File: config.mk
export PLATFORM = sky130hd
export DESIGN_NAME = cw_encode_ctrl_flat
export DESIGN_NICKNAME = d
export VERILOG_FILES = /design/src/rtl/cw_encode_ctrl_pkg.sv /design/src/rtl/cw_encode_ctrl_if.sv /design/src/rtl/cw_encode_ctrl_bit_fetch.sv /design/src/rtl/cw_encode_ctrl.sv /design/src/flat_wrapper.sv
export SDC_FILE = /design/constraint.sdc
export NUM_CORES = 1
export LEC_CHECK = 0
export CAP_MARGIN = 5
export CORE_MARGIN = 8
export CORE_UTILIZATION = 30
export CTS_CLUSTER_SIZE = 8
export DETAILED_ROUTE_END_ITERATION = 6
export SLEW_MARGIN = 20
export SYNTH_ARGS = -nofsm -noshare
export SYNTH_HDL_FRONTEND = slang
export SYNTH_SLANG_ARGS = --single-unit
File: constraint.sdc
create_clock -name clk -period 11.2 [get_ports clk]
set_clock_uncertainty 0.1 [all_clocks]
set_input_delay 2.24 -clock clk [delete_from_list [all_inputs] [get_ports clk]]
set_output_delay 2.24 -clock clk [all_outputs]
set_load 0.02 [all_outputs]
File: src/rtl/cw_encode_ctrl_pkg.sv
// Shared widths, default best_d latency, FSM encoding and helpers for the
// constant-weight encoder sequencer.
package cw_pkg;

    localparam int unsigned N_W        = 11;
    localparam int unsigned T_W        = 6;
    localparam int unsigned D_W        = 10;
    localparam int unsigned U_W        = 4;
    localparam int unsigned BD_LAT_DEF = 3;

    typedef enum logic [2:0] {
        ST_IDLE,
        ST_CHECK,
        ST_WAIT,
        ST_RD_FLAG,
        ST_RD_IDX,
        ST_EMIT,
        ST_FLUSH,
        ST_DONE
    } cw_state_e;

    // Limit a decoded index to the remaining slack n-t.
    function automatic logic [N_W-1:0] clamp_idx(input logic [N_W-1:0] raw,
                                                 input logic [N_W-1:0] lim);
        return (raw > lim) ? lim : raw;
    endfunction

endpackage

File: src/rtl/cw_encode_ctrl_if.sv
// Message-bit and support-position streams of the encoder sequencer.
// master: the sequencer (consumes bits, produces positions).
// slave:  the surrounding bit source / position sink.
interface cw_encode_ctrl_if;
    import cw_pkg::*;

    logic           bit_in;
    logic           bit_valid;
    logic           bit_ready;
    logic [N_W-1:0] pos_out;
    logic           pos_valid;
    logic           pos_ready;

    modport master (
        input  bit_in,
        input  bit_valid,
        output bit_ready,
        output pos_out,
        output pos_valid,
        input  pos_ready
    );

    modport slave (
        output bit_in,
        output bit_valid,
        input  bit_ready,
        input  pos_out,
        input  pos_valid,
        output pos_ready
    );

endinterface

File: src/rtl/cw_encode_ctrl_bit_fetch.sv
// Bit collector for the sequencer: takes a single flag bit, or an index of
// len_i bits shifted in MSB first, from the valid/ready message stream.
module cw_bit_fetch
    import cw_pkg::*;
(
    input  logic           clk,
    input  logic           rst,
    input  logic           flag_en_i,
    input  logic           idx_en_i,
    input  logic           load_i,
    input  logic [U_W-1:0] len_i,
    input  logic           bit_i,
    input  logic           bit_valid_i,
    output logic           bit_ready_o,
    output logic           fire_o,
    output logic           last_o,
    output logic           empty_o,
    output logic [D_W-1:0] value_o
);

    logic [U_W-1:0] k_q, k_d;
    logic [D_W-1:0] acc_q, acc_d;

    // Handshake and status decode; value_o already includes the bit on the bus.
    always_comb begin
        bit_ready_o = flag_en_i | (idx_en_i & (k_q != '0));
        fire_o      = bit_ready_o & bit_valid_i;
        empty_o     = idx_en_i & (k_q == '0);
        last_o      = idx_en_i & fire_o & (k_q == U_W'(1));
        value_o     = (acc_q << 1) | D_W'(bit_i);
    end

    // Remaining-bit counter and shift accumulator update.
    always_comb begin
        k_d   = k_q;
        acc_d = acc_q;
        if (load_i) begin
            k_d   = len_i;
            acc_d = '0;
        end else if (idx_en_i && fire_o) begin
            k_d   = k_q - U_W'(1);
            acc_d = value_o;
        end
    end

    // Counter/accumulator registers.
    always_ff @(posedge clk) begin
        if (rst) begin
            k_q   <= '0;
            acc_q <= '0;
        end else begin
            k_q   <= k_d;
            acc_q <= acc_d;
        end
    end

endmodule

File: src/rtl/cw_encode_ctrl.sv
// Constant-weight encoder sequencer: drives (n,t) to best_d, waits out its
// latency, consumes message bits and emits the t support positions in
// ascending order.
module cw_encode_ctrl
    import cw_pkg::*;
#(
    parameter int unsigned BD_LAT = BD_LAT_DEF
) (
    input  logic                   clk,
    input  logic                   rst,
    input  logic                   start,
    input  logic [N_W-1:0]         n_init,
    input  logic [T_W-1:0]         t_init,
    output logic                   busy,
    output logic                   done,
    output logic                   err,
    cw_encode_ctrl_if.master       strm,
    output logic [N_W-1:0]         bd_n,
    output logic [T_W-1:0]         bd_t,
    input  logic [D_W-1:0]         bd_d,
    input  logic [U_W-1:0]         bd_u,
    output logic [15:0]            bits_used
);

    localparam int unsigned WAIT_W = $clog2(BD_LAT + 1) + 1;

    cw_state_e       state_q, state_d;
    logic [N_W-1:0]  n_q, n_d;
    logic [T_W-1:0]  t_q, t_d;
    logic [N_W-1:0]  pos_q, pos_d;
    logic [D_W-1:0]  idx_q, idx_d;
    logic [D_W-1:0]  d_q, d_d;
    logic [U_W-1:0]  u_q, u_d;
    logic            err_q, err_d;
    logic [15:0]     bits_q, bits_d;
    logic [WAIT_W-1:0] wait_q, wait_d;
    logic [N_W-1:0]  bd_n_q, bd_n_d;
    logic [T_W-1:0]  bd_t_q, bd_t_d;

    logic            fetch_load;
    logic            fetch_ready;
    logic            fetch_fire;
    logic            fetch_last;
    logic            fetch_empty;
    logic [D_W-1:0]  fetch_value;
    logic [N_W-1:0]  slack;

    cw_bit_fetch u_fetch (
        .clk         (clk),
        .rst         (rst),
        .flag_en_i   (state_q == ST_RD_FLAG),
        .idx_en_i    (state_q == ST_RD_IDX),
        .load_i      (fetch_load),
        .len_i       (u_q),
        .bit_i       (strm.bit_in),
        .bit_valid_i (strm.bit_valid),
        .bit_ready_o (fetch_ready),
        .fire_o      (fetch_fire),
        .last_o      (fetch_last),
        .empty_o     (fetch_empty),
        .value_o     (fetch_value)
    );

    // Moore outputs decoded from state and registers.
    always_comb begin
        slack          = n_q - N_W'(t_q);
        strm.bit_ready = fetch_ready;
        strm.pos_valid = (state_q == ST_EMIT) || (state_q == ST_FLUSH);
        strm.pos_out   = '0;
        if (state_q == ST_EMIT) begin
            strm.pos_out = pos_q + N_W'(idx_q);
        end else if (state_q == ST_FLUSH) begin
            strm.pos_out = pos_q;
        end
        busy      = (state_q != ST_IDLE) && (state_q != ST_DONE);
        done      = (state_q == ST_DONE);
        err       = err_q;
        bd_n      = bd_n_q;
        bd_t      = bd_t_q;
        bits_used = bits_q;
    end

    // Next-state and datapath update.
    always_comb begin
        state_d    = state_q;
        n_d        = n_q;
        t_d        = t_q;
        pos_d      = pos_q;
        idx_d      = idx_q;
        d_d        = d_q;
        u_d        = u_q;
        err_d      = err_q;
        bits_d     = bits_q;
        wait_d     = wait_q;
        bd_n_d     = bd_n_q;
        bd_t_d     = bd_t_q;
        fetch_load = 1'b0;

        case (state_q)
            ST_IDLE: begin
                if (start) begin
                    n_d     = n_init;
                    t_d     = t_init;
                    pos_d   = '0;
                    err_d   = 1'b0;
                    bits_d  = '0;
                    state_d = ST_CHECK;
                end
            end
            ST_CHECK: begin
                if (t_q == '0) begin
                    state_d = ST_DONE;
                end else if (n_q <= N_W'(t_q)) begin
                    state_d = ST_FLUSH;
                end else begin
                    bd_n_d  = n_q;
                    bd_t_d  = t_q;
                    wait_d  = '0;
                    state_d = ST_WAIT;
                end
            end
            ST_WAIT: begin
                // bd_d/bd_u are sampled on the edge ending the BD_LAT-th cycle
                // after bd_n/bd_t settle, so a full BD_LAT-register best_d fits.
                if (wait_q == WAIT_W'(BD_LAT)) begin
                    d_d     = bd_d;
                    u_d     = bd_u;
                    state_d = ST_RD_FLAG;
                end else begin
                    wait_d = wait_q + WAIT_W'(1);
                end
            end
            ST_RD_FLAG: begin
                if (fetch_fire) begin
                    bits_d = bits_q + 16'd1;
                    if (strm.bit_in) begin
                        if (N_W'(d_q) <= slack) begin
                            pos_d = pos_q + N_W'(d_q);
                            n_d   = n_q - N_W'(d_q);
                        end else begin
                            err_d = 1'b1;
                            pos_d = pos_q + slack;
                            n_d   = N_W'(t_q);
                        end
                        state_d = ST_CHECK;
                    end else begin
                        idx_d      = '0;
                        fetch_load = 1'b1;
                        state_d    = ST_RD_IDX;
                    end
                end
            end
            ST_RD_IDX: begin
                if (fetch_empty) begin
                    state_d = ST_EMIT;
                end else if (fetch_fire) begin
                    bits_d = bits_q + 16'd1;
                    if (fetch_last) begin
                        if (N_W'(fetch_value) > slack) begin
                            err_d = 1'b1;
                        end
                        idx_d   = D_W'(clamp_idx(N_W'(fetch_value), slack));
                        state_d = ST_EMIT;
                    end
                end
            end
            ST_EMIT: begin
                if (strm.pos_ready) begin
                    pos_d   = pos_q + N_W'(idx_q) + N_W'(1);
                    n_d     = n_q - N_W'(idx_q) - N_W'(1);
                    t_d     = t_q - T_W'(1);
                    state_d = ST_CHECK;
                end
            end
            ST_FLUSH: begin
                if (strm.pos_ready) begin
                    pos_d = pos_q + N_W'(1);
                    t_d   = t_q - T_W'(1);
                    if (t_q == T_W'(1)) begin
                        state_d = ST_DONE;
                    end
                end
            end
            ST_DONE: begin
                state_d = ST_IDLE;
            end
            default: begin
                state_d = ST_IDLE;
            end
        endcase
    end

    // State and datapath registers.
    always_ff @(posedge clk) begin
        if (rst) begin
            state_q <= ST_IDLE;
            n_q     <= '0;
            t_q     <= '0;
            pos_q   <= '0;
            idx_q   <= '0;
            d_q     <= '0;
            u_q     <= '0;
            err_q   <= 1'b0;
            bits_q  <= '0;
            wait_q  <= '0;
            bd_n_q  <= '0;
            bd_t_q  <= '0;
        end else begin
            state_q <= state_d;
            n_q     <= n_d;
            t_q     <= t_d;
            pos_q   <= pos_d;
            idx_q   <= idx_d;
            d_q     <= d_d;
            u_q     <= u_d;
            err_q   <= err_d;
            bits_q  <= bits_d;
            wait_q  <= wait_d;
            bd_n_q  <= bd_n_d;
            bd_t_q  <= bd_t_d;
        end
    end

endmodule
File: src/flat_wrapper.sv
// flat-port wrapper written by rule: the top's interface ports become plain ports
module cw_encode_ctrl_flat import cw_pkg::*;
#(
    parameter int unsigned BD_LAT = BD_LAT_DEF
)
  (clk, rst, start, n_init, t_init, busy, done, err, bd_n, bd_t, bd_d, bd_u, bits_used, strm_bit_in, strm_bit_valid, strm_bit_ready, strm_pos_out, strm_pos_valid, strm_pos_ready);
  cw_encode_ctrl_if strm_i ();
  input  logic clk;
  input  logic rst;
  input  logic start;
  input  logic [N_W-1:0] n_init;
  input  logic [T_W-1:0] t_init;
  output logic busy;
  output logic done;
  output logic err;
  output logic [N_W-1:0] bd_n;
  output logic [T_W-1:0] bd_t;
  input  logic [D_W-1:0] bd_d;
  input  logic [U_W-1:0] bd_u;
  output logic [15:0] bits_used;
  input wire logic [$bits(strm_i.bit_in)-1:0] strm_bit_in;
  input wire logic [$bits(strm_i.bit_valid)-1:0] strm_bit_valid;
  output wire logic [$bits(strm_i.bit_ready)-1:0] strm_bit_ready;
  output wire logic [$bits(strm_i.pos_out)-1:0] strm_pos_out;
  output wire logic [$bits(strm_i.pos_valid)-1:0] strm_pos_valid;
  input wire logic [$bits(strm_i.pos_ready)-1:0] strm_pos_ready;
  assign strm_i.bit_in = strm_bit_in;
  assign strm_i.bit_valid = strm_bit_valid;
  assign strm_bit_ready = strm_i.bit_ready;
  assign strm_pos_out = strm_i.pos_out;
  assign strm_pos_valid = strm_i.pos_valid;
  assign strm_i.pos_ready = strm_pos_ready;
  cw_encode_ctrl #(.BD_LAT(BD_LAT)) u_core (.clk(clk), .rst(rst), .start(start), .n_init(n_init), .t_init(t_init), .busy(busy), .done(done), .err(err), .strm(strm_i), .bd_n(bd_n), .bd_t(bd_t), .bd_d(bd_d), .bd_u(bd_u), .bits_used(bits_used));
endmodule
==> results of run 1 <==
flip-flops by register name (all words and copies together) (netlist names), 6 cells and up:
name	cells
u_core.bits_used	16
u_core.bd_n	11
u_core.n_q	11
u_core.pos_q	11
u_core.d_q	10
u_core.idx_q	10
u_core.u_fetch.acc_q	9
u_core.bd_t	6
u_core.t_q	6
kinds of logic (layout without fill, tap and decap cells):
family | after synthesis | in the layout | share of synthesized area (%)
AND/OR/NAND/NOR | 399 | 399 | 22.8
AO/OA/AOI/OAI | 325 | 325 | 26.2
buffers and inverters | 109 | 173 | 5.52
flip-flops | 105 | 105 | 26.0
adder cells (fa/ha/maj) | 74 | 74 | 11.9
XOR/XNOR | 50 | 50 | 5.41
multiplexers | 18 | 18 | 2.23
power groups by stage:
stage | Combinational (mW) | Clock [mW] | Sequential, mW
floorplan | 0.948 | 0 | 0.485
global placement | 1.26 | 0 | 0.521
detailed placement | 1.27 | 0 | 0.523
CTS | 1.28 | 0.324 | 0.514
global route | 1.43 | 0.334 | 0.524
finish | 1.30 | 0.314 | 0.515
critical path: stages (launching register included):
cell and delay (ns):
dfxtp_1 0.36, inv_1 0.09, ha_1 0.23, fa_1 0.40, nand2b_1 0.20, nand2b_1 0.09
a21oi_1 0.07, xnor2_1 0.37, inv_1 0.13, ha_1 0.35, nand2_1 0.06, a21oi_1 0.15
o21ai_0 0.11, a21boi_0 0.35, o2111ai_2 0.24, nand2_2 0.52, mux2i_1 0.29, ha_1 0.30
nor2b_1 0.16, o31a_1 0.27, o311ai_0 0.51, a21oi_1 0.16, or2_2 0.31, a211oi_1 0.28
a2bb2oi_1 0.23, a311oi_1 0.07, o21ai_0 0.15
per-layer routing:
metal | vias up | global-route usage, % | routed length [um]
met1 | 3793 | 21.5 | 12600
met2 | 261 | 25.2 | 11700
met4 | 0 | 5.52 | 772
li1 | 3999 | - | -
met3 | 44 | 3.63 | 1830
met5 | - | 0 | 0
per-stage QoR:
step | cells | hold slack (ns) | util, % | total power, mW | worst slack (ns)
global placement | 1469 | 0.349 | 34.6 | 1.78 | 5.01
floorplan | 1080 | 0.336 | - | 1.43 | 5.77
CTS | 1485 | 0.364 | 35.7 | 2.12 | 4.70
finish | 1485 | 0.359 | 35.7 | 2.12 | 4.59
detailed placement | 1470 | 0.353 | 34.6 | 1.79 | 4.78
global route | 1485 | 0.383 | 35.7 | 2.29 | 4.06
synthesized netlist by cell type, types with 9 or more instances:
library cell	count
nand2_1	131
nor2_1	122
dfxtp_1	105
a21oi_1	96
o21ai_0	75
ha_1	68
inv_1	62
clkbuf_1	36
nor3_1	25
xnor2_1	25
xor2_1	25
a21o_1	22
a211oi_1	21
mux2i_1	18
nand3_1	18
and3_1	16
nor2b_1	16
a31oi_1	15
or3_1	14
a221oi_1	10
nand2b_1	10
nand4_1	10
o21a_1	9
cells in the final DEF, fill, tap and decap left out, types with 3 or more instances in the layout:
master and instances:
fa_1 5, o221ai_1 4, nor4_1 5, xnor2_1 25, nand3_1 18, o22ai_1 5, clkbuf_16 9, nor2_1 121
o21a_1 9, nand4_1 10, a31oi_1 15, o21ai_0 75, a311oi_1 4, inv_1 62, a22oi_1 7, mux2i_1 18
clkdlybuf4s50_1 84, buf_4 9, a22o_1 6, nand2_1 131, nand3b_1 3, a221oi_1 10, a21boi_0 5, a21o_1 22
a21oi_1 96, and3_1 16, o211ai_1 5, dfxtp_1 105, ha_1 68, a211oi_1 21, or3_1 14, nand2b_1 10
nor2b_1 16, nor3b_1 5, or2_2 8, xor2_1 25, o31ai_1 8, nor3_1 25
layout make-up:
cell class,instances,share of cell area [%]
Multi-Input combinational cell,866,58.3
Timing Repair Buffer,95,9.70
Clock buffer,9,2.36
Tap cell,341,4.47
Clock inverter,6,0.643
Inverter,63,2.48
Sequential cell,105,22.0
how the worst max path moves through the flow:
| stage | startpoint | end | cells past startpoint |
|---|---|---|---|
| final | u_core.n_q[0] | u_core.pos_q[10] | 26 |
| after global routing | u_core.n_q[0] | u_core.pos_q[10] | 28 |
| after CTS | u_core.n_q[0] | u_core.pos_q[10] | 28 |
| after detailed placement | u_core.n_q[0] | u_core.pos_q[10] | 28 |
| after global placement | u_core.n_q[0] | u_core.pos_q[10] | 28 |
| after floorplan | u_core.n_q[0] | u_core.pos_q[10] | 30 |
==> flow_metrics.env, run 1 <==
export IMPL_synth_edff_count=0
export IMPL_p_int_mw=1.07
export IMPL_cts_tree="built"
export IMPL_fin_area_um2=9540
export IMPL_ctsLongestPathBuffers=2
export IMPL_worstPathArrival_ns=6.80
export IMPL_p_comb_share_pct=61.0
export IMPL_boundaryPins=86
export IMPL_die_h_um=180
export IMPL_routed_via_density=5.45
export IMPL_crit_path_max_fanout=29
export IMPL_reg2regPathDepth=26
export IMPL_period_share_pct=59.0
export IMPL_holdPathStages=2
export IMPL_period_needed_ns=6.61
export IMPL_core_area_um2=26700
export IMPL_n_antenna_cell=0
export IMPL_end_kind="flop"
export IMPL_ys_seq_area_share_pct=26.0
export IMPL_synth_seq_cells=105
export IMPL_grt_usage_pct=16.1
export IMPL_postCtsSetupRepairBufs=0
export IMPL_wl_per_cell_um=18.2
export IMPL_hold_path_class="flop to flop"
export IMPL_synth_top_flop_cell="dfxtp_1"
export IMPL_syn_to_final_growth_pct=17.8
export IMPL_routed_wl_um=27000
export IMPL_r2r_end="u_core.pos_q[10]"
export IMPL_clockPowerShare_pct=14.8
export IMPL_rrSetupSlack_ns=4.59
export IMPL_cts_hold_buf=0
export IMPL_multi_input_area_um2=5560
export IMPL_yosysTopAreaCellShare_pct=26.0
export IMPL_worstSetupPathType="flop to flop"
export IMPL_overflow=0
export IMPL_die_w_um=180
export IMPL_drt_pre_antenna_iters=7
export IMPL_power_frac_seq_pct=24.2
export IMPL_fin_setup_tns_ns=0
export IMPL_syn_area_um2=8100
export IMPL_cellPowerDensity_nw_per_um2=223
export IMPL_hold_viol=0
export IMPL_clk_latency_ns=0.37
export IMPL_num_rows=60
export IMPL_final_nets=1250
export IMPL_tightest_slew_ns=0.806
export IMPL_antenna_left=0
export IMPL_syn_nets=1190
export IMPL_rsz0062_at_grt="false"
export IMPL_timing_slew_headroom_pct=46.1
export IMPL_syn_inst=1080
export IMPL_final_setup_viol_count=0
export IMPL_violations="DRC"
export IMPL_power_switching_share_pct=49.5
export IMPL_regToRegStartpoint="u_core.n_q[0]"
export IMPL_yosys_cell_types_count=81
export IMPL_fillers=2836
export IMPL_leakage_nw=3.70
export IMPL_vdd_drop_max_mv=0.107
export IMPL_power_net_switching_mw=1.05
export IMPL_avgSynthCellArea_um2=7.50
export IMPL_yosys_top_cells_area="dfxtp_1 (26%), ha_1 (11%), nand2_1 (6.1%)"
export IMPL_cts_resized=0
export IMPL_grt_pass1_vias=7737
export IMPL_globalplace_congestion=0.938
export IMPL_seq_area_um2=2100
export IMPL_hold_end="u_core.u_q[1]"
export IMPL_required_ns=11.39
export IMPL_port_buffer_count=85
export IMPL_status="finished with violations"
export IMPL_dp_final_hpwl_um=21000
export IMPL_antenna_found_initial=0
export IMPL_async_reset_ff_share_pct=0
export IMPL_yosys_warnings=0
export IMPL_start_kind="flop"
export IMPL_drcViolationCount=1
export IMPL_drt_iter0_drc=626
export IMPL_routed_via_count=8097
export IMPL_clk_pin_slew_ns=0.08
export IMPL_drive_gt1_share_pct=4.55
export IMPL_grt_pass1_wl_um=42500
export IMPL_fmax_mhz=151
export IMPL_numCtsBuffers=9
export IMPL_htreeDepth=3
export IMPL_cap_violations=0
export IMPL_grt_max_degree=58
export IMPL_yosysTopAreaCell="dfxtp_1"
export IMPL_clock_sinks=105
export IMPL_cts_root_buf="clkbuf_16"
export IMPL_initial_core_util_pct=30.3
export IMPL_min_delay_start="u_core.u_q[1]"
export IMPL_die_area_um2=32500
export IMPL_drv_slew=0
export IMPL_placed_cell_area_um2=9250
Note: power is estimated with default switching activity, not from simulation.
==> inputs of run 2 (changes only) <==
==> constraint.sdc (replaced) <==
create_clock -name clk -period 6.55 [get_ports clk]
set_clock_uncertainty 0.1 [all_clocks]
set_input_delay 1.31 -clock clk [delete_from_list [all_inputs] [get_ports clk]]
set_output_delay 1.31 -clock clk [all_outputs]
set_load 0.02 [all_outputs]
==> flow_metrics.env, run 2 (synthesis gave the netlist of run 1 again) <==
export IMPL_layout_commonest_cell="nand2_1"
export IMPL_die_area_um2=32500
export IMPL_drt_pre_antenna_iters=7
export IMPL_clock_sinks=105
export IMPL_p_int_mw=1.85
export IMPL_postCtsSetupRepairBufs=0
export IMPL_die_h_um=180
export IMPL_num_rows=60
export IMPL_p_comb_share_pct=61.7
export IMPL_placed_cells=1477
export IMPL_leakage_nw=3.74
export IMPL_initial_core_util_pct=30.3
export IMPL_vdd_drop_max_mv=0.194
export IMPL_fin_setup_tns_ns=0
export IMPL_grt_usage_pct=16.1
export IMPL_cts_hold_buf=0
export IMPL_wl_per_cell_um=18.1
export IMPL_power_net_switching_mw=1.80
export IMPL_routed_wl_um=27000
export IMPL_drive_gt1_share_pct=5.12
export IMPL_grt_pass1_wl_um=42500
export IMPL_hold_path_class="flop to flop"
export IMPL_status="completed"
export IMPL_instances_no_fill=1493
export IMPL_end_kind="flop"
export IMPL_boundaryPins=86
export IMPL_layout_common_cells="nand2_1 (131), nor2_1 (121), dfxtp_1 (105), a21oi_1 (96), clkdlybuf4s50_1 (84)"
export IMPL_rsz0062_at_grt="false"
export IMPL_routed_via_density=5.39
export IMPL_routed_via_count=8047
export IMPL_fmax_mhz=165
export IMPL_largest_reg_flops=16
export IMPL_grt_max_degree=49
export IMPL_numCtsBuffers=9
export IMPL_clk_latency_ns=0.36
export IMPL_finalPower_mw=3.65
export IMPL_start_kind="flop"
export IMPL_core_area_um2=26700
export IMPL_overflow=0
export IMPL_tightest_slew_ns=0.946
export IMPL_ctsLongestPathBuffers=2
export IMPL_cts_resized=0
export IMPL_worstPathArrival_ns=6.26
export IMPL_crit_path_max_fanout=18
export IMPL_cellPowerDensity_nw_per_um2=381
export IMPL_dp_final_hpwl_um=21200
export IMPL_globalplace_congestion=0.877
export IMPL_antenna_found_initial=0
export IMPL_clockPowerShare_pct=14.8
export IMPL_cap_violations=0
export IMPL_period_needed_ns=6.08
export IMPL_power_switching_share_pct=49.3
export IMPL_slowest_delay_ns=0.40
export IMPL_rrSetupSlack_ns=0.47
export IMPL_post_route_util_pct=35.9
export IMPL_timing_slew_headroom_pct=36.7
export IMPL_cp_slowest_cell="fa_1"
export IMPL_n_antenna_cell=0
export IMPL_htreeDepth=3
export IMPL_hold_viol=0
export IMPL_period_share_pct=92.8
export IMPL_cts_root_buf="clkbuf_16"
export IMPL_power_frac_seq_pct=23.5
export IMPL_drcViolationCount=0
export IMPL_port_buffer_count=85
export IMPL_grt_pass1_vias=7625
export IMPL_cts_tree="built"
export IMPL_worstSetupPathType="flop to flop"
export IMPL_clk_pin_slew_ns=0.08
export IMPL_antenna_left=0
export IMPL_final_setup_viol_count=0
export IMPL_drv_slew=0
export IMPL_syn_to_final_growth_pct=18.4
export IMPL_placed_cell_area_um2=9300
export IMPL_fin_area_um2=9590
export IMPL_required_ns=6.73
export IMPL_final_nets=1257
export IMPL_drt_iter0_drc=619
export IMPL_die_w_um=180
==> run 2: layout make-up <==
class | count | area [um^2]
fillers | 2841 | 17100
multi-input cells | 866 | 5560
flip-flops and latches | 105 | 2100
repair buffers | 102 | 973
well taps | 341 | 427
inverters | 63 | 236
clock buffers | 10 | 229
clock inverters | 6 | 57.6
==> run 2: per-layer routing <==
metal / track usage [%] / vias to the layer above / wire length, um
met3: 3.37 / 29 / 1500
met5: 0 / - / 0
met2: 25.6 / 226 / 12000
li1: - / 4016 / -
met1: 22.1 / 3776 / 13000
met4: 3.54 / 0 / 458
==> run 2: worst max-delay path: cells and delay by family (launching register included) <==
kind,cells,cell delay (ns)
AND/OR/NAND/NOR,6,1.04
XOR/XNOR,1,0.29
buffers and inverters,3,0.28
AO/OA/AOI/OAI,13,2.54
adder cells (fa/ha/maj),5,1.37
flip-flops,1,0.36
==> run 2: metrics by stage <==
step           hold slack, ns  setup WS [ns]
2_1_floorplan           0.336           1.12
3_3_place_gp            0.347          0.619
3_5_place_dp            0.350          0.394
4_1_cts                 0.361          0.333
5_1_grt                 0.384        0.00464
6_report                0.359          0.471
==> run 2: final timing paths <==
| check | from | to | cells past startpoint |
|---|---|---|---|
| setup reg to reg | u_core.n_q[0] | u_core.pos_q[10] | 28 |
| setup / recovery | u_core.n_q[0] | u_core.pos_q[10] | 28 |
| hold reg to reg | u_core.u_q[2] | u_core.u_q[2] | 2 |
| hold / removal | u_core.u_q[2] | u_core.u_q[2] | 2 |
==> run 2: power by group through the flow <==
| stage | clock network [mW] | logic [mW] | registers [mW] |
|---|---|---|---|
| 2_1_floorplan | 0 | 1.62 | 0.829 |
| 3_3_place_gp | 0 | 2.22 | 0.869 |
| 3_5_place_dp | 0 | 2.23 | 0.872 |
| 4_1_cts | 0.557 | 2.24 | 0.857 |
| 5_1_grt | 0.581 | 2.50 | 0.871 |
| 6_report | 0.540 | 2.25 | 0.860 |
